### src/rtl/mnpk_isa_pkg.sv
// rtl/mnpk_isa_pkg.sv - mnpk01 opcode constants and execute-sequencer state encoding
package mnpk_isa_pkg;

  localparam logic [7:0] OP_NOP  = 8'h00;
  localparam logic [7:0] OP_LDI  = 8'h01;
  localparam logic [7:0] OP_MOV  = 8'h02;
  localparam logic [7:0] OP_LDW  = 8'h03;
  localparam logic [7:0] OP_ADDW = 8'h04;
  localparam logic [7:0] OP_ST   = 8'h05;

  typedef enum logic [3:0] {
    S_OPC,
    S_REG,
    S_REG2,
    S_DAT,
    S_DAT2,
    S_EXEC,
    S_WB,
    S_WB2,
    S_MEM
  } state_t;

  // Opcodes are dense from NOP up to ST; anything above is undefined
  function automatic logic is_legal(input logic [7:0] op);
    return (op <= OP_ST);
  endfunction

endpackage

### src/rtl/exec_sequencer.sv
// rtl/exec_sequencer.sv - mnpk01 execute sequencer: operand assembly, RF and data-memory sequencing
module exec_sequencer
  import mnpk_isa_pkg::*;
#(
  parameter int  NREGS = 8,
  localparam int RA    = (NREGS > 1) ? $clog2(NREGS) : 1
) (
  input  logic          clk,
  input  logic          rst_n,
  input  logic          in_valid,
  input  logic [7:0]    in_data,
  output logic          in_ready,
  output logic [RA-1:0] rf_raddr_a,
  output logic [RA-1:0] rf_raddr_b,
  input  logic [7:0]    rf_rdata_a,
  input  logic [7:0]    rf_rdata_b,
  output logic          rf_we,
  output logic [RA-1:0] rf_waddr,
  output logic [7:0]    rf_wdata,
  output logic          mem_req,
  output logic [15:0]   mem_addr,
  output logic [7:0]    mem_wdata,
  input  logic          mem_ack,
  output logic          flag_c,
  output logic          busy,
  output logic          illegal_op
);

  state_t        state, state_d;
  logic [7:0]    opc;
  logic [RA-1:0] reg_r;
  logic [RA-1:0] reg_s;
  logic [7:0]    lo_q;
  logic [7:0]    hi_q;
  logic [7:0]    sum_hi;
  logic          sum_c;
  logic          xfer;
  logic [RA-1:0] r_inc;
  logic [16:0]   sum17;

  assign in_ready = (state == S_OPC) || (state == S_REG) || (state == S_REG2) ||
                    (state == S_DAT) || (state == S_DAT2);
  assign xfer     = in_valid && in_ready;
  assign r_inc    = reg_r + RA'(1);
  assign sum17    = {1'b0, rf_rdata_b, rf_rdata_a} + {1'b0, hi_q, lo_q};
  assign mem_req  = (state == S_MEM);
  assign mem_addr = {hi_q, lo_q};
  assign busy     = (state != S_OPC);

  // State register; async reset abandons any partial instruction and drops mem_req at once
  always_ff @(posedge clk or negedge rst_n) begin
    if (!rst_n) state <= S_OPC;
    else        state <= state_d;
  end

  // Next state plus RF read/write strobes, all decoded from the current state
  always_comb begin
    state_d    = state;
    rf_we      = 1'b0;
    rf_waddr   = '0;
    rf_wdata   = '0;
    rf_raddr_a = '0;
    rf_raddr_b = '0;
    case (state)
      S_OPC: begin
        if (xfer) begin
          case (in_data)
            OP_LDI, OP_MOV, OP_LDW, OP_ADDW: state_d = S_REG;
            OP_ST:                           state_d = S_DAT;
            default:                         state_d = S_OPC;
          endcase
        end
      end
      S_REG: begin
        if (xfer) begin
          case (opc)
            OP_MOV:  state_d = S_REG2;
            OP_ST:   state_d = S_EXEC;
            default: state_d = S_DAT;
          endcase
        end
      end
      S_REG2: if (xfer) state_d = S_EXEC;
      S_DAT:  if (xfer) state_d = (opc == OP_LDI) ? S_EXEC : S_DAT2;
      S_DAT2: if (xfer) state_d = (opc == OP_ST) ? S_REG : S_EXEC;
      S_EXEC: begin
        case (opc)
          OP_LDI, OP_LDW: begin
            rf_we    = 1'b1;
            rf_waddr = reg_r;
            rf_wdata = lo_q;
            state_d  = (opc == OP_LDI) ? S_OPC : S_WB2;
          end
          OP_MOV: begin
            rf_raddr_a = reg_s;
            state_d    = S_WB;
          end
          OP_ADDW: begin
            rf_raddr_a = reg_r;
            rf_raddr_b = r_inc;
            state_d    = S_WB;
          end
          default: begin
            rf_raddr_a = reg_r;
            state_d    = S_WB;
          end
        endcase
      end
      S_WB: begin
        case (opc)
          OP_MOV: begin
            rf_we    = 1'b1;
            rf_waddr = reg_r;
            rf_wdata = rf_rdata_a;
            state_d  = S_OPC;
          end
          OP_ADDW: begin
            rf_we    = 1'b1;
            rf_waddr = reg_r;
            rf_wdata = sum17[7:0];
            state_d  = S_WB2;
          end
          default: state_d = S_MEM;
        endcase
      end
      S_WB2: begin
        rf_we    = 1'b1;
        rf_waddr = r_inc;
        rf_wdata = (opc == OP_LDW) ? hi_q : sum_hi;
        state_d  = S_OPC;
      end
      S_MEM: if (mem_ack) state_d = S_OPC;
      default: state_d = S_OPC;
    endcase
  end

  // Operand capture, ADDW high-half/carry hold, store data latch, flags
  always_ff @(posedge clk or negedge rst_n) begin
    if (!rst_n) begin
      opc        <= OP_NOP;
      reg_r      <= '0;
      reg_s      <= '0;
      lo_q       <= '0;
      hi_q       <= '0;
      sum_hi     <= '0;
      sum_c      <= 1'b0;
      mem_wdata  <= '0;
      flag_c     <= 1'b0;
      illegal_op <= 1'b0;
    end else begin
      illegal_op <= (state == S_OPC) && xfer && !is_legal(in_data);
      case (state)
        S_OPC:  if (xfer) opc <= in_data;
        S_REG:  if (xfer) reg_r <= in_data[RA-1:0];
        S_REG2: if (xfer) reg_s <= in_data[RA-1:0];
        S_DAT:  if (xfer) lo_q <= in_data;
        S_DAT2: if (xfer) hi_q <= in_data;
        S_WB: begin
          if (opc == OP_ADDW) {sum_c, sum_hi} <= sum17[16:8];
          if (opc == OP_ST)   mem_wdata <= rf_rdata_a;
        end
        S_WB2: if (opc == OP_ADDW) flag_c <= sum_c;
        default: ;
      endcase
    end
  end

endmodule

### config.mk
export PLATFORM = sky130hd
export DESIGN_NAME = exec_sequencer
export DESIGN_NICKNAME = d
export VERILOG_FILES = /design/src/rtl/mnpk_isa_pkg.sv /design/src/rtl/exec_sequencer.sv
export SDC_FILE = /design/constraint.sdc
export NUM_CORES = 1
export LEC_CHECK = 0
export CAP_MARGIN = 10
export CORE_ASPECT_RATIO = 1.75
export CORE_UTILIZATION = 51
export DETAILED_ROUTE_END_ITERATION = 8
export PLACE_DENSITY = 0.77
export SLEW_MARGIN = 5
export SYNTH_ARGS = -nofsm -noshare
export SYNTH_HDL_FRONTEND = slang
export SYNTH_SLANG_ARGS = --single-unit
### constraint.sdc
create_clock -name clk -period 2.8 [get_ports clk]
set_input_delay 0.56 -clock clk [delete_from_list [all_inputs] [get_ports clk]]
set_output_delay 0.56 -clock clk [all_outputs]
set_load 0.01 [all_outputs]
---- After elaboration in Yosys (flattened, before gate mapping) ----
Index checks and enable logic that the tools add are counted.
Widths: inputs -> output; s select.
word-level totals
  output and inout port bits .............. 47
  register bits ........................... 53
  input bits .............................. 28
operators by class
  $lt $le $gt $ge ......................... 1
  reduce and logical (&&, ||, !) cells .... 22
  multiplexer cells ....................... 28
  eq/ne operators ......................... 24
  $add $sub $neg .......................... 2
operator list
  cell                count
  $eq 8x2->1 const B  4
  $eq 8x3->1 const B  4
  $pmux 4 s8          1
  $mux 3              8
  $mux 4              6
  $pmux 8 s3          1
  $add 16x16->17      1
  $eq 4x3->1 const B  4
  $eq 8x1->1 const B  2
  $mux 8              2
  $pmux 8 s2          1
  $reduce_and 2->1    8
  $pmux 3 s2          2
  $ne 2x2->1 const B  5
  $pmux 3 s3          1
  $eq 4x2->1 const B  2
  $le 8x3->1 const B  1
  $pmux 4 s2          1
  $reduce_and 6->1    1
  $eq 4x1->1 const B  1
  $eq 4x4->1 const B  1
  $logic_not 4->1     1
  $logic_or 1x1->1    4
  $pmux 2 s2          1
  9 further kinds     14

---- Longest topological paths before layout ----
Gate-level depths: netlist (run 1).
  depth after elaboration ................. 8
  depth in mapped cells ................... 9
  mapped depth without buffers ............ 9

---- Worst setup path before layout (run 1) ----
Ideal clock, no wire load.
  kind .................................... input to output
  from .................................... input port rf_rdata_a[0]
  to ...................................... output port rf_wdata[6]
  cell stages on the path ................. 8
  slack ................................... 0.236 ns
  arrival ................................. 2.004 ns
  required time ........................... 2.240 ns
  buffers on the path ..................... 0
  cell sequence ........................... ha_1 inv_1 fa_1 nor2b_4 o31a_1 o31a_4 a211o_1 nand2_1
between the ends
  word-level cells in the longest chain between the ends .. 3
ends and longest elaborated chain
  what             RTL line               text
  start, declared  exec_sequencer.sv:15   input logic [7:0] rf_rdata_a,
  $add 16x16->17   exec_sequencer.sv:45   assign sum17 = {1'b0, rf_rdata_b, rf_rdata_a} + {1'b0, hi_q, lo_q};
  $pmux 8 s2       exec_sequencer.sv:110  case (opc)
  $pmux 8 s3       exec_sequencer.sv:64   case (state)
  end, declared    exec_sequencer.sv:19   output logic [7:0] rf_wdata,
Every way passes these cells.

---- Final worst setup path (run 1) ----
  from .................................... input port rf_rdata_a[3]
  to ...................................... output port rf_wdata[7]
The elaborated chain is that of the path after synthesis.

==> run metrics, run 1 <==
Final Instance Area 5070 sq um; LEAKAGE 2.34 nW; r2r setup slk between 0.2 and 0.25 ns; DP Area 4760 sq um; vias in the first global route approximately 3.8k; area of the mapped netlist 3470 sq um; Hold WC Path Type primary input to asynchronous set/reset pin; multiplexer area fraction after synthesis 14.8%; Tmin final between 2 and 3 ns; initial antenna violation count 0; clk sinks 53; I/O Pins 75; Synth Area in Simple Gates 16.9%; Synth Area in Compound Gates 19.0%; Fin Clk Skew about 0.0056 ns; Mapped Cells 345; crit path max fanout 3; EDFF count, synth 0; synth top area cells dfrtp_1 (38%), mux2_2 (14%), ha_1 (6.1%), nand2_1 (3.5%), o21ai_0 (3.0%); path depth of the worst reg2reg path 10; PortBufs 74; Inserted Clock Buffers 5; Overflow after GRT 0; Max Freq between 0.3 and 0.4 GHz; number of DRC markers in iteration 0 257; H-tree Lvls 2; CTS Hold Buffers Added 0; TritonCTS clock tree yes; Final Setup Violations 5; failing checks negative setup slack; Diodes inserted 0; first-pass GRT wire length between 15000 and 20000 microns; status complete, but fails checks; WHS 0.260 ns; largest net degree at the start of global routing 28; Slew @ Worst Pin 0.607 ns; clock buffer depth 2; Die Ht about 110 microns; Worst-path clk slew approximately 0.070 ns; DRC 0; clock root cell clkbuf_16; crit path kind primary input to output pin; layout cells sized above 1 34.7%; row count 39; Clk Latency, worst-skew pair 0.30 ns; Nets 541; Synth Area in XOR/XNOR 2.27%; number of synthesized register bits 53; Wirelength per Cell between 20 and 25 microns; die area 7160 sq um; largest family of logic cells by synthesized area compound AO/OA/AOI/OAI gates; slew margin rel. 59.6%; startpoint types primary input; Worst Path Required between 2 and 2.5 ns; post-synth top area share 38.2%; vias per cell 6.20; power per cell area 934 nW/um^2; drt first pass iters 8; Area Overhead vs Synth 46.0%; worst path arrival time around 2.4 ns; leading area contributor after synthesis dfrtp_1; Unique masters post-synth 64; final WL around 12000 microns; Slew Limit Fails 0; GRT Overall Usage between 30% and 40%; min setup slack post-route -0.175 ns; routed via count approximately 3.6k; Synth async-reset ratio 100%; synthesized area per cell 10.1 sq um; Initial Util 53.1%; count of final hold-check violations 0; Adder-Cell Fraction of Synth Area 6.70%; Final ANT Viol Nets 0; core footprint 6540 sq um; reg2reg start lo_q[0]; RSZ-0062 raised after global routing yes; GPL Wtd Cong ~0.93; DIE WIDTH 64.4 microns; Ys Warns 0; Max Cap Viol 0; period utilisation layout 106%; ys flop type dfrtp_1; CP endpoint kind output pin; worst r2r dst sum_hi[6]; sequential fraction of the synthesis area around two fifths; PnR Total Power 4.74 mW; HPWL Detailed just under 9000 microns; maximum vdd drop between 600 and 700 uV; Placement Setup Slack -0.833 ns; syn nets 391
## critical path, cell delays in order
cell           delay [ns]
dlygate4sd2_1        0.28
ha_1                 0.33
a21o_1               0.19
a21oi_1              0.23
nand2_1              0.15
a31oi_2              0.23
xor2_1               0.09
o21ai_1              0.19
buf_2                0.17
## stage by stage
| step | utilization [%] | TNS [ns] | instances |
|---|---|---|---|
| after detailed placement | 72.8 | -6.16 | 557 |
| final | 77.6 | -0.679 | 578 |
| after global placement | 72.8 | -5.65 | 557 |
| after floorplan | - | 0 | 345 |
| after global routing | 77.6 | -1.13 | 578 |
| after CTS | 76.7 | -0.408 | 574 |
## cell families (layout without fill, tap and decap cells)
family / Yosys count / in the layout
buf+inv: 19 / 170
compound gates: 93 / 93
mux: 46 / 46
fa+ha+maj: 18 / 18
simple gates: 107 / 107
xor+xnor: 9 / 9
flops: 53 / 53
## layout by cell type (no fill, tap or decap), drive strengths merged, types with 3 or more instances in the layout
cell           Yosys  routed
and2b              3       3
a311oi             3       3
a211oi             3       3
a221oi             3       3
a222oi             6       6
o21a               5       5
clkdlybuf4s50      0      50
a21oi             17      17
nand2             32      32
mux2              42      42
xor2               8       8
o21ai             24      24
inv               10      10
dfrtp             53      53
nor2              21      21
nand3              9       9
and2               5       5
o22ai              3       3
dlygate4sd2        0       9
buf                3      86
a21o               3       3
a31oi              4       4
nor2b              4       4
a22oi              4       4
nand4              4       4
nand2b             5       5
and4               4       4
ha                17      17
clkbuf             6      11
nor3               7       7
mux2i              4       4
## routing by layer
metal	vias up	routed length, microns	track usage [%]
li1	1619	-	-
met1	1722	3880	34.9
met2	177	6460	63.7
met3	63	631	6.17
met4	0	944	26.1
met5	-	0	0
## state kept, by name (all words and copies together), names as in the netlist
name and cells:
sum_c 1, illegal_op 1, sum_hi 8, flag_c 1
lo_q 8, reg_r 3, hi_q 8, opc 8
reg_s 3, state 4, mem_wdata 8
## final cells by class
cell class	instances	area, sq um
fillers	463	1470
multi-input cells	273	2190
well taps	82	103
flip-flops and latches	53	1330
clock buffers	6	129
clock inverters	2	15.0
repair buffers	152	1270
inverters	10	37.5
## cell usage after synthesis (7+ instances only)
cell      n
nor2_1   20
nand3_1   9
ha_1     17
a21oi_1  17
o21ai_0  21
dfrtp_1  53
mux2_2   42
nor3_1    7
nand2_1  32
xor2_1    8
inv_1    10
## where the power goes
group	leakage (nW)	internal (mW)	switching, mW
logic	1.66	1.46	1.30
clock network	0.0631	0.332	0.288
registers	0.618	1.03	0.326
## how the worst max path moves through the flow
stage / cells after the start / from / endpoint
6_report: 9 / rf_rdata_a[3] / rf_wdata[7]
5_1_grt: 8 / opc[5] / rf_wdata[6]
4_1_cts: 8 / opc[6] / rf_wdata[6]
3_5_place_dp: 10 / rf_rdata_a[0] / rf_wdata[2]
3_3_place_gp: 10 / rf_rdata_a[0] / rf_wdata[2]
2_1_floorplan: 8 / rf_rdata_a[0] / rf_wdata[6]
## repair_timing
item	CTS	global route
buffers inserted	9	4
resized for setup	68	23
pin swaps	17	11
endpoints found under the setup margin	20	14
Power figures use the tool's default switching activity.
==> run 2, diff against run 1 <==
==> constraint.sdc (replaced) <==
create_clock -name clk -period 2.8 [get_ports clk]
set_input_delay 0.84 -clock clk [delete_from_list [all_inputs] [get_ports clk]]
set_output_delay 0.84 -clock clk [all_outputs]
set_load 0.01 [all_outputs]
==> run metrics, run 2 (synthesized netlist as in run 1, its figures left out) <==
DIE WIDTH 64.4 microns; core footprint ~6500 sq um; reg2reg start lo_q[0]; Max Freq 0.306 GHz; Hold WC Path Type flip-flop to flip-flop; final WL 13100 microns; commonest non-fill, non-tap cell in the layout buf_4; RSZ-0062 raised after global routing yes; PortBufs 74; slew margin rel. 52.9%; maximum vdd drop 666 uV; Slew Limit Fails 0; Worst-path clk slew 0.07 ns; vias per cell roughly 6; Wirelength per Cell 21.5 microns; Final Setup Violations 17; H-tree Lvls 2; TritonCTS clock tree yes; PnR Total Power 5.11 mW; Area Overhead vs Synth 56.7%; status complete, but fails checks; worst r2r dst sum_hi[6]; Final Instance Area 5450 sq um; Worst Path Required 1.96 ns; internal power 3.04 mW; period utilisation layout 117%; clock buffer depth 2; min setup slack post-route -0.466 ns; routed via count 3658; NetSw 2.07 mW; vias in the first global route 4007; clk sinks 53; path depth of the worst reg2reg path 10; power share of the clock group between 10% and 20%; most frequent cells in the layout buf_4 (99), dfrtp_1 (53), clkdlybuf4s50_1 (45); failing checks negative setup slack; Fin Clk Skew 0.00550 ns; row count 39; layout filler cell count 414; DP Area approximately 5000 sq um; initial antenna violation count 0; number of DRC markers in iteration 0 ~260; startpoint types primary input; Slew @ Worst Pin 0.707 ns; Clk Latency, worst-skew pair 0.30 ns; power per cell area 939 nW/um^2; Diodes inserted 0; Nets 574; DRC 0; worst path arrival time 2.43 ns; Sw Ratio 40.5%; count of final hold-check violations 0; Final ANT Viol Nets 0; clock root cell clkbuf_16; Tmin final 3.27 ns; drt first pass iters 5; crit path max fanout 3; Die Ht 111 microns; GPL Wtd Cong 0.929; I/O Pins 75; end of the critical path rf_wdata[6]; first-pass GRT wire length ~20000 microns; crit path from rf_rdata_a[0]; r2r setup slk 0.26 ns; LEAKAGE ~2.5 nW; Inserted Clock Buffers 5; die area 7160 sq um; crit path kind primary input to output pin; GRT Overall Usage between 30% and 40%; Reg power frac roughly a quarter; Max Cap Viol 0; Overflow after GRT 0; layout cells sized above 1 between 40% and 50%; largest net degree at the start of global routing 54; CTS Hold Buffers Added 0; HPWL Detailed 9760 microns; Comb pwr share between 60% and 70%; Initial Util ~53%; CP endpoint kind output pin
[run 2: repair_timing]
action	CTS	global route
setup endpoints to repair	26	20
pin swaps	26	17
resized for setup	140	12
cloned	0	0
buffers inserted	10	6
[run 2: power by group through the flow]
stage,Combinational (mW),Sequential (mW),Clock [mW]
3_3_place_gp,2.79,1.30,0
6_report,3.13,1.35,0.637
2_1_floorplan,1.40,1.32,0
3_5_place_dp,2.86,1.31,0
4_1_cts,3.04,1.33,0.638
5_1_grt,3.34,1.36,0.665
[run 2: per-stage QoR]
step                hold WS [ns]  utilization (%)  TNS [ns]  instances  setup WS (ns)
floorplan                  0.444                -    -0.665        345         -0.308
global placement           0.457             77.1    -14.04        588          -1.36
detailed placement         0.476             77.1    -14.99        588          -1.37
CTS                        0.495             82.2     -3.40        606         -0.462
global route               0.519             83.3     -5.49        611         -0.597
finish                     0.497             83.3     -3.87        611         -0.466
[run 2: cell type report]
class	instances	area, sq um	share of cell area, %
clock buffers	5	125	2.30
clock inverters	3	22.5	0.414
inverters	10	37.5	0.689
multi-input cells	273	2300	42.2
flip-flops and latches	53	1330	24.4
well taps	82	103	1.88
repair buffers	185	1540	28.2
[run 2: metal layers]
layer	up-vias	track usage, %	share of wire (%)	wire length [microns]
li1	1670	-	-	-
met1	1784	34.8	32	4240
met2	141	70.8	56	7370
met3	63	7.00	3.9	509
met4	0	29.3	7.5	990
met5	-	0	0	0
[run 2: worst min-delay path by stage]
stage               startpoint   endpoint  slack (ns)  depth (start not counted)
global route         sum_hi[3]  sum_hi[3]        0.52                          2
global placement     sum_hi[7]  sum_hi[7]        0.46                          2
detailed placement   sum_hi[3]  sum_hi[3]        0.48                          2
CTS                  sum_hi[3]  sum_hi[3]        0.49                          2
finish               sum_hi[7]  sum_hi[7]        0.50                          2
floorplan            sum_hi[3]  sum_hi[3]        0.44                          2
[run 2: critical path, stage by stage]
cell and delay [ns]:
buf_8 0.10, ha_4 0.15, inv_2 0.05, fa_2 0.22, nor2b_4 0.05, o31a_1 0.31, o31a_4 0.29, a211o_1 0.24
nand2_2 0.08, buf_6 0.10
